[src/rtl/approx_tree_pkg.sv]
// Shared definitions for the approximate adder-tree front end.
// Holds lane/sample geometry, the tree mode encoding, and the per-stage
// combine function used by the 3-stage tree.
package approx_tree_pkg;

  localparam int unsigned LANES      = 8;
  localparam int unsigned SAMPLE_W   = 8;
  localparam int unsigned TREE_W     = 11;
  localparam int unsigned APPROX_LSB = 3;

  typedef enum logic {
    MODE_EXACT  = 1'b0,
    MODE_APPROX = 1'b1
  } mode_e;

  // One adder node of the tree. Exact mode is a full add. Approx mode adds
  // only the bits above APPROX_LSB and ORs the low bits together. Operands
  // are carried at the full tree width; the real per-stage widths (9/10/11)
  // follow from the input range, so no carry is lost in either mode.
  function automatic logic [TREE_W-1:0] tree_combine(
    input logic [TREE_W-1:0] a,
    input logic [TREE_W-1:0] b,
    input mode_e             m
  );
    logic [TREE_W-1:0] r;
    r = '0;
    if (m == MODE_APPROX) begin
      r[TREE_W-1:APPROX_LSB] = a[TREE_W-1:APPROX_LSB] + b[TREE_W-1:APPROX_LSB];
      r[APPROX_LSB-1:0]      = a[APPROX_LSB-1:0] | b[APPROX_LSB-1:0];
    end else begin
      r = a + b;
    end
    return r;
  endfunction

endpackage

[src/rtl/approx_tree_sched_if.sv]
// Handshake bundle for approx_tree_sched.
//   s_valid/s_data/s_ready : sample stream in (valid/ready)
//   mode                   : tree mode request, sampled on first sample of a frame
//   out_valid/out_data/out_mode/out_ready : frame sum out (valid/ready)
//   busy                   : frame partially collected or group in the tree
// slave  = the scheduler side, master = source/consumer side.
interface approx_tree_sched_if
  import approx_tree_pkg::*;
#(
  parameter int unsigned ACC_W = 13
);

  logic                s_valid;
  logic [SAMPLE_W-1:0] s_data;
  logic                s_ready;
  logic                mode;
  logic                out_valid;
  logic [ACC_W-1:0]    out_data;
  logic                out_mode;
  logic                out_ready;
  logic                busy;

  modport slave (
    input  s_valid, s_data, mode, out_ready,
    output s_ready, out_valid, out_data, out_mode, busy
  );

  modport master (
    output s_valid, s_data, mode, out_ready,
    input  s_ready, out_valid, out_data, out_mode, busy
  );

endinterface

[src/rtl/approx_tree8.sv]
// Registered 3-stage, 8-input adder tree (exact or OR-LSB approximate).
//   clk, rst_n : clock, async active-low reset
//   lanes      : 8 unsigned samples, captured by stage 1 every cycle
//   mode       : combine mode for the group entering stage 1
//   y          : tree sum, 3 cycles after capture
//   y_mode     : mode that produced y (travels with the data)
// Free-running: no enable; validity is tracked by the caller.
module approx_tree8
  import approx_tree_pkg::*;
(
  input  logic                clk,
  input  logic                rst_n,
  input  logic [SAMPLE_W-1:0] lanes [LANES],
  input  mode_e               mode,
  output logic [TREE_W-1:0]   y,
  output mode_e               y_mode
);

  logic [TREE_W-1:0] s1 [4];
  logic [TREE_W-1:0] s2 [2];
  logic [TREE_W-1:0] s1_next [4];
  logic [TREE_W-1:0] s2_next [2];
  logic [TREE_W-1:0] y_next;
  mode_e             m1, m2;

  always_comb begin
    for (int unsigned i = 0; i < 4; i++) begin
      s1_next[i] = tree_combine(TREE_W'(lanes[2*i]), TREE_W'(lanes[2*i+1]), mode);
    end
    for (int unsigned i = 0; i < 2; i++) begin
      s2_next[i] = tree_combine(s1[2*i], s1[2*i+1], m1);
    end
    y_next = tree_combine(s2[0], s2[1], m2);
  end

  always_ff @(posedge clk or negedge rst_n) begin
    if (!rst_n) begin
      for (int unsigned i = 0; i < 4; i++) s1[i] <= '0;
      for (int unsigned i = 0; i < 2; i++) s2[i] <= '0;
      y      <= '0;
      m1     <= MODE_EXACT;
      m2     <= MODE_EXACT;
      y_mode <= MODE_EXACT;
    end else begin
      for (int unsigned i = 0; i < 4; i++) s1[i] <= s1_next[i];
      for (int unsigned i = 0; i < 2; i++) s2[i] <= s2_next[i];
      y      <= y_next;
      m1     <= mode;
      m2     <= m1;
      y_mode <= m2;
    end
  end

endmodule

[src/rtl/approx_tree_sched.sv]
// Streaming front end for the 8-input approximate adder tree.
// Packs accepted samples into 8-lane groups, issues each full group to the
// tree, and accumulates FRAME_GROUPS tree results into one frame sum.
//   clk, rst_n : clock, async active-low reset
//   bus        : sample in / frame sum out handshakes, mode, busy
module approx_tree_sched
  import approx_tree_pkg::*;
#(
  parameter int unsigned FRAME_GROUPS = 4,
  parameter int unsigned ACC_W        = TREE_W + $clog2(FRAME_GROUPS)
)(
  input  logic               clk,
  input  logic               rst_n,
  approx_tree_sched_if.slave bus
);

  localparam int unsigned GRP_W = (FRAME_GROUPS > 1) ? $clog2(FRAME_GROUPS) : 1;
  localparam logic [GRP_W-1:0] GRP_LAST = GRP_W'(FRAME_GROUPS - 1);

  logic [2:0]          lane_cnt;
  logic [GRP_W-1:0]    grp_cnt;
  logic [SAMPLE_W-1:0] lane_buf [LANES];
  mode_e               frame_mode;
  logic                iss, iss_last;
  logic [2:0]          v, v_last;
  logic [ACC_W-1:0]    acc;
  logic                out_valid_r;
  logic [ACC_W-1:0]    out_data_r;
  logic                out_mode_r;
  logic [TREE_W-1:0]   tree_y;
  mode_e               tree_mode;

  logic s_ready_c, accept, lane_last, grp_last;

  always_comb begin
    lane_last = (lane_cnt == 3'd7);
    grp_last  = (grp_cnt == GRP_LAST);
    // Only the frame-closing sample is held off, and only while the output
    // register still holds the previous frame's sum.
    s_ready_c = !(out_valid_r && lane_last && grp_last);
    accept    = bus.s_valid && s_ready_c;
  end

  assign bus.s_ready   = s_ready_c;
  assign bus.out_valid = out_valid_r;
  assign bus.out_data  = out_data_r;
  assign bus.out_mode  = out_mode_r;
  assign bus.busy      = (lane_cnt != 3'd0) || (grp_cnt != '0) || (|v) || iss;

  // Collection side. grp_cnt advances on the group-closing acceptance itself
  // so the very next accepted sample already sees a fresh frame and can
  // latch frame_mode; the last-group flag rides the valid pipe instead.
  always_ff @(posedge clk or negedge rst_n) begin
    if (!rst_n) begin
      lane_cnt   <= '0;
      grp_cnt    <= '0;
      frame_mode <= MODE_EXACT;
      iss        <= 1'b0;
      iss_last   <= 1'b0;
      for (int unsigned i = 0; i < LANES; i++) lane_buf[i] <= '0;
    end else begin
      iss      <= accept && lane_last;
      iss_last <= accept && lane_last && grp_last;
      if (accept) begin
        lane_buf[lane_cnt] <= bus.s_data;
        lane_cnt           <= lane_cnt + 3'd1;
        if (lane_cnt == 3'd0 && grp_cnt == '0) begin
          frame_mode <= mode_e'(bus.mode);
        end
        if (lane_last) begin
          grp_cnt <= grp_last ? '0 : grp_cnt + GRP_W'(1);
        end
      end
    end
  end

  // Tree tracking, accumulation and output register.
  always_ff @(posedge clk or negedge rst_n) begin
    if (!rst_n) begin
      v           <= '0;
      v_last      <= '0;
      acc         <= '0;
      out_valid_r <= 1'b0;
      out_data_r  <= '0;
      out_mode_r  <= 1'b0;
    end else begin
      v      <= {v[1:0], iss};
      v_last <= {v_last[1:0], iss_last};
      if (v[2]) begin
        if (v_last[2]) begin
          acc <= '0;
        end else begin
          acc <= acc + ACC_W'(tree_y);
        end
      end
      // A landing frame result takes priority over a consumer handshake.
      if (v[2] && v_last[2]) begin
        out_valid_r <= 1'b1;
        out_data_r  <= acc + ACC_W'(tree_y);
        out_mode_r  <= tree_mode;
      end else if (out_valid_r && bus.out_ready) begin
        out_valid_r <= 1'b0;
      end
    end
  end

  approx_tree8 u_tree (
    .clk    (clk),
    .rst_n  (rst_n),
    .lanes  (lane_buf),
    .mode   (frame_mode),
    .y      (tree_y),
    .y_mode (tree_mode)
  );

endmodule

[src/flat_wrapper.sv]
// flat-port wrapper written by rule: the top's interface ports become plain ports
module approx_tree_sched_flat import approx_tree_pkg::*;
#(
  parameter int unsigned FRAME_GROUPS = 4,
  parameter int unsigned ACC_W        = TREE_W + $clog2(FRAME_GROUPS)
)
  (clk, rst_n, bus_s_valid, bus_s_data, bus_mode, bus_out_ready, bus_s_ready, bus_out_valid, bus_out_data, bus_out_mode, bus_busy);
  approx_tree_sched_if #(.ACC_W(ACC_W)) bus_i ();
  input  logic clk;
  input  logic rst_n;
  input wire logic [$bits(bus_i.s_valid)-1:0] bus_s_valid;
  input wire logic [$bits(bus_i.s_data)-1:0] bus_s_data;
  input wire logic [$bits(bus_i.mode)-1:0] bus_mode;
  input wire logic [$bits(bus_i.out_ready)-1:0] bus_out_ready;
  output wire logic [$bits(bus_i.s_ready)-1:0] bus_s_ready;
  output wire logic [$bits(bus_i.out_valid)-1:0] bus_out_valid;
  output wire logic [$bits(bus_i.out_data)-1:0] bus_out_data;
  output wire logic [$bits(bus_i.out_mode)-1:0] bus_out_mode;
  output wire logic [$bits(bus_i.busy)-1:0] bus_busy;
  assign bus_i.s_valid = bus_s_valid;
  assign bus_i.s_data = bus_s_data;
  assign bus_i.mode = bus_mode;
  assign bus_i.out_ready = bus_out_ready;
  assign bus_s_ready = bus_i.s_ready;
  assign bus_out_valid = bus_i.out_valid;
  assign bus_out_data = bus_i.out_data;
  assign bus_out_mode = bus_i.out_mode;
  assign bus_busy = bus_i.busy;
  approx_tree_sched #(.FRAME_GROUPS(FRAME_GROUPS), .ACC_W(ACC_W)) u_core (.clk(clk), .rst_n(rst_n), .bus(bus_i));
endmodule
[config.mk]
export PLATFORM = sky130hd
export DESIGN_NAME = approx_tree_sched_flat
export DESIGN_NICKNAME = d
export VERILOG_FILES = /design/src/rtl/approx_tree_pkg.sv /design/src/rtl/approx_tree_sched_if.sv /design/src/rtl/approx_tree8.sv /design/src/rtl/approx_tree_sched.sv /design/src/flat_wrapper.sv
export SDC_FILE = /design/constraint.sdc
export NUM_CORES = 1
export LEC_CHECK = 0
export ABC_AREA = 1
export ABC_CLOCK_PERIOD_IN_PS = 3900
export CAP_MARGIN = 20
export CORE_MARGIN = 2
export CORE_UTILIZATION = 53
export CTS_BUF_LIST = sky130_fd_sc_hd__clkbuf_2
export DETAILED_ROUTE_END_ITERATION = 12
export PLACE_DENSITY_LB_ADDON = 0.2
export RECOVER_POWER = 25
export SETUP_SLACK_MARGIN = 0.02
export SLEW_MARGIN = 20
export SYNTH_ARGS = -nofsm -noshare
export SYNTH_HDL_FRONTEND = slang
export SYNTH_HIERARCHICAL = 1
export SYNTH_SLANG_ARGS = --single-unit
[constraint.sdc]
create_clock -name clk -period 3.9 [get_ports clk]
set_input_delay 1.17 -clock clk [delete_from_list [all_inputs] [get_ports clk]]
set_output_delay 1.17 -clock clk [all_outputs]
set_load 0.01 [all_outputs]
==> reports/results.tsv, run 1 <==
metric	value	unit
status	complete, but fails checks	
failed_checks	capacitance limit, slew limit	
die_h	143	um
synth_edf_count	0	
layout_common_cells	nand2_1, dfrtp_1, inv_1	
async_flop_share	100	%
dr.pass1.iters	5	
cts_sinks	176	
num_vias	7703	
skew	0.0354	ns
ys.flop_type	dfrtp_1	
post_cts_buffers	0	
drv_cap	1	
clk_pin_slew_worst_paths	0.22	ns
overflow	0	
synth_area_leaders	dfrtp_1, nand2_1, ha_1, inv_1, a21oi_1	
numCtsBuffers	17	
finalWeightedCongestion	0.847	
syn_inst	1234	
clockBufferDepth	2	
syn_nets	1359	
min_from	u_core/v_last[1]	
antenna_found_initial	1	
yosysTopAreaCell	dfrtp_1	
dieArea	20500	um^2
final_antenna_net_count	0	
hold_path_end	u_core/v_last[2]	
portBuffers	29	
hold_viol	0	
postCtsHoldBufs	0	
drc	0	
grt_pass1_vias	7417	
drive_gt1_share	4.86	%
fillers	1711	
wire_per_inst	12.7	um
startpoint_type	flop	
final_common_cell	nand2_1	
worst_r2r_path_depth	7	
fin_crit	3.60	ns
gr-usage-all-layers	20.6	%
start_util	54.5	%
r2r-end	u_core/lane_buf[8]	
setup_tns	0	ns
dp_hpwl	14900	um
pin_count	30	
cp.required	2.73	ns
synth_seq_area_share	42.9	%
die_w	143	um
regToRegSetupSlack	1.39	ns
slew_headroom	-43.5	%
critPathMaxFanout	6	
syn_area	10300	um^2
hp-class	flop to flop	
critPathCaptureType	primary output	
criticalPathCategory	flop to primary output	
grt_pass1_wl	33700	um
setup_viol	0	
crit_arrival	2.43	ns
yosysUniqueCellTypes	42	
fmax	278	MHz
wl	19500	um
tightest_slew	2.15	ns
avgSynthCellArea	8.32	um^2
htree_levels	4	
yosysWarnings	6	
cts_resized	0	
yosysTopAreaCellShare	42.9	%
fp.coreArea	18800	um^2
rsz0062_at_grt	no	
grt_max_degree	89	
nets	1390	
clk_latency	0.72	ns
ys_ff_latch	176	
viasPerCell	5.01	
cts_tree	built	
timing.rr.start	u_core/lane_cnt[0]	
dr.first_iter.drc_count	314	
placementRows	50	
root_buffer	clkbuf_2	
area_growth	7.14	%
min_delay_path_depth	0	
slew_violations	88	
fin_crit_sh	92.3	%
cells by family after synthesis:
| kind of cell | Yosys count | synth area share, % |
|---|---|---|
| simple gates | 540 | 22.5 |
| compound gates | 174 | 9.33 |
| buf+inv | 202 | 7.96 |
| flops | 176 | 42.9 |
| xor+xnor | 29 | 2.48 |
| fa+ha+maj | 112 | 14.8 |
| mux | 1 | 0.0975 |
worst max-delay path, stage by stage, from the launching register on:
cell             delay, ns
dfrtp_1               0.58
inv_2                 0.15
ha_1                  0.22
nand2_1               0.07
nor2_1                0.06
nand2_1               0.10
clkdlybuf4s50_1       0.53
how the worst max path moves through the flow:
stage / depth (start not counted) / slack (ns) / startpoint / end
finish: 6 / 0.30 / u_core/lane_cnt[0] / bus_busy
global route: 6 / 0.10 / u_core/lane_cnt[0] / bus_busy
CTS: 6 / 0.21 / u_core/lane_cnt[0] / bus_busy
detailed placement: 5 / 0.82 / bus_s_valid / u_core/lane_buf[7]
global placement: 5 / 0.93 / bus_s_valid / u_core/lane_buf[0]
floorplan: 5 / 1.69 / u_core/lane_cnt[0] / bus_busy
per-layer routing:
| metal | track usage (%) | wire [um] |
|---|---|---|
| met1 | 26.0 | 9120 |
| met2 | 36.4 | 9740 |
| met3 | 3.45 | 381 |
| met4 | 6.20 | 289 |
| met5 | 0 | 0 |
sequential cells by signal, summed over array words and instances (netlist names), 2 cells and up:
signal               flops
u_core/lane_cnt          3
u_core/u_tree/s1        36
u_core/bus.out_data     13
u_core/acc              13
u_core/v                 3
u_core/lane_buf         64
u_core/grp_cnt           2
u_core/v_last            3
u_core/u_tree/y         11
u_core/u_tree/s2        20
final cells by class:
cell class,instances,area [um^2],area share (%)
clock inverter,12,120,1.09
sequential,176,4400,40.1
timing repair buffer,34,332,3.02
tap,260,325,2.96
antenna,1,2.50,0.0228
clock buffer,19,95.1,0.865
multi-input combinational,856,5040,45.8
inverter,180,676,6.14
metrics by stage:
stage               setup slack, ns  instances  hold slack (ns)  utilization, %  area [um^2]
finish                        0.302       1538            0.373            58.4        11000
global route                  0.103       1538            0.366            58.4        11000
CTS                           0.206       1537            0.377            58.4        11000
detailed placement            0.824       1506            0.335            57.3        10800
global placement              0.934       1506            0.333            57.3        10800
floorplan                      1.69       1234            0.331               -        10300
synth_stat cells, drive strengths merged (15+ instances only):
library cell	instances
fa	15
nor2	81
ha	97
xor2	27
nand2	350
buf	18
nand4	18
inv	179
a21oi	74
o21ai	68
dfrtp	176
nand3	69
Power of run 1 is left out: the tool's default activity adds up to more than one toggle a clock period on the data nets, which glitch-free logic cannot reach.
==> run 2: changes to the inputs <==
CORE_MARGIN = 5   (was 2)
==> reports/results.tsv, run 2 (synthesis gave the netlist of run 1 again) <==
metric	value	unit
cp_num_buf_inv	2	
final_antenna_net_count	0	
setup_viol	0	
place_inst	1506	
fillers	1767	
cts_resized	0	
criticalPathCategory	flop to primary output	
setup_tns	0	ns
cp.required	2.73	ns
post_cts_buffers	0	
htree_levels	4	
postCtsHoldBufs	0	
wl	20400	um
largest_reg_flops	64	
clk_pin_slew_worst_paths	0.30	ns
antenna_found_initial	1	
nets	1390	
numCtsBuffers	17	
r2r-end	u_core/u_tree/s1[39]	
hold_path_end	u_core/v_last[0]	
finalWeightedCongestion	0.855	
dr.first_iter.drc_count	472	
overflow	0	
rsz0062_at_grt	no	
die_w	149	um
fin_crit	3.67	ns
hold_viol	0	
clk_latency	0.77	ns
gr-usage-all-layers	19.9	%
critPathMaxFanout	6	
status	complete, but fails checks	
drc	0	
cp_slowest_cell	dfrtp_1	
drv_cap	1	
path_common_cell	nand2_1	
clockBufferDepth	2	
grt_pass1_vias	7467	
top_regs	u_core/lane_buf (64), u_core/u_tree/s1 (36), u_core/u_tree/s2 (20)	
cts_sinks	176	
placementRows	50	
failed_checks	capacitance limit, slew limit	
skew	0.0530	ns
slew_headroom	-29.6	%
area_growth	7.25	%
num_vias	7682	
hp-class	flop to flop	
fin_ws	0.227	ns
tightest_slew	1.94	ns
use_met2	33.3	%
grt_max_degree	81	
min_delay_path_depth	0	
cts_tree	built	
cp_top_family	buffers and inverters	
portBuffers	29	
path_cells	inv_2 -> ha_1 -> nand2_1 -> nor2_1 -> nand2_1 -> clkdlybuf4s50_1	
startpoint_type	flop	
final_common_cell	nand2_1	
dr.pass1.iters	8	
pin_count	30	
fin_cells	1539	
fmax	272	MHz
dieArea	22200	um^2
min_from	u_core/iss_last	
met1_usage	27.3	%
crit_arrival	2.50	ns
fp.coreArea	18900	um^2
grt_pass1_wl	36000	um
regToRegSetupSlack	1.37	ns
post-place-ws	0.837	ns
worst_r2r_path_depth	8	
dp_hpwl	15600	um
grt-busiest-layer	met2	
start_util	54.3	%
regMostFlops	u_core/lane_buf	
timing.rr.start	u_core/frame_mode	
root_buffer	clkbuf_2	
die_h	149	um
fin_crit_sh	94.2	%
critPathMaxStageDelay	0.60	ns
layout_common_cells	nand2_1, dfrtp_1, inv_1	
slew_violations	81	
viasPerCell	4.99	
drive_gt1_share	5.32	%
critPathCaptureType	primary output	
wire_per_inst	13.3	um
met3_usage	3.16	%
## run 2: how the worst max path moves through the flow
stage                        from                   to  slack, ns  depth (start not counted)
6_report       u_core/lane_cnt[0]             bus_busy       0.23                          6
3_3_place_gp          bus_s_valid  u_core/lane_buf[13]       0.96                          5
3_5_place_dp          bus_s_valid  u_core/lane_buf[13]       0.84                          5
2_1_floorplan  u_core/lane_cnt[0]             bus_busy       1.69                          5
5_1_grt        u_core/lane_cnt[0]             bus_busy       0.03                          6
4_1_cts        u_core/lane_cnt[0]             bus_busy       0.10                          6
## run 2: metrics by stage
stage                     utilization, %  hold slack, ns  instance area [um^2]
after global routing                58.3           0.386                 11000
after CTS                           58.4           0.316                 11000
after detailed placement            57.1           0.337                 10800
after floorplan                        -           0.331                 10300
final                               58.3           0.370                 11000
after global placement              57.1           0.334                 10800
## run 2: worst register-to-register path, cell delays in order (launching register included)
cell      delay [ns]
dfrtp_1         0.40
clkbuf_1        0.81
inv_2           0.60
nand2_1         0.28
nand2_1         0.10
nand2_1         0.06
nand2_1         0.05
nand2_1         0.08
inv_1           0.04
## run 2: layer usage
| layer | vias to the layer above | wire length (um) |
|---|---|---|
| met4 | 0 | 290 |
| met1 | 3531 | 9570 |
| li1 | 4017 | - |
| met3 | 15 | 607 |
| met5 | - | 0 |
| met2 | 119 | 9940 |
## run 2: layout make-up
type | count | area (um^2) | area share, %
well taps | 260 | 325 | 2.96
flip-flops and latches | 176 | 4410 | 40.0
repair buffers | 34 | 317 | 2.88
inverters | 180 | 676 | 6.14
clock inverters | 14 | 149 | 1.35
diodes | 1 | 2.50 | 0.0227
multi-input cells | 856 | 5040 | 45.8
clock buffers | 18 | 90.1 | 0.818
Power of run 2 is left out for the same reason.
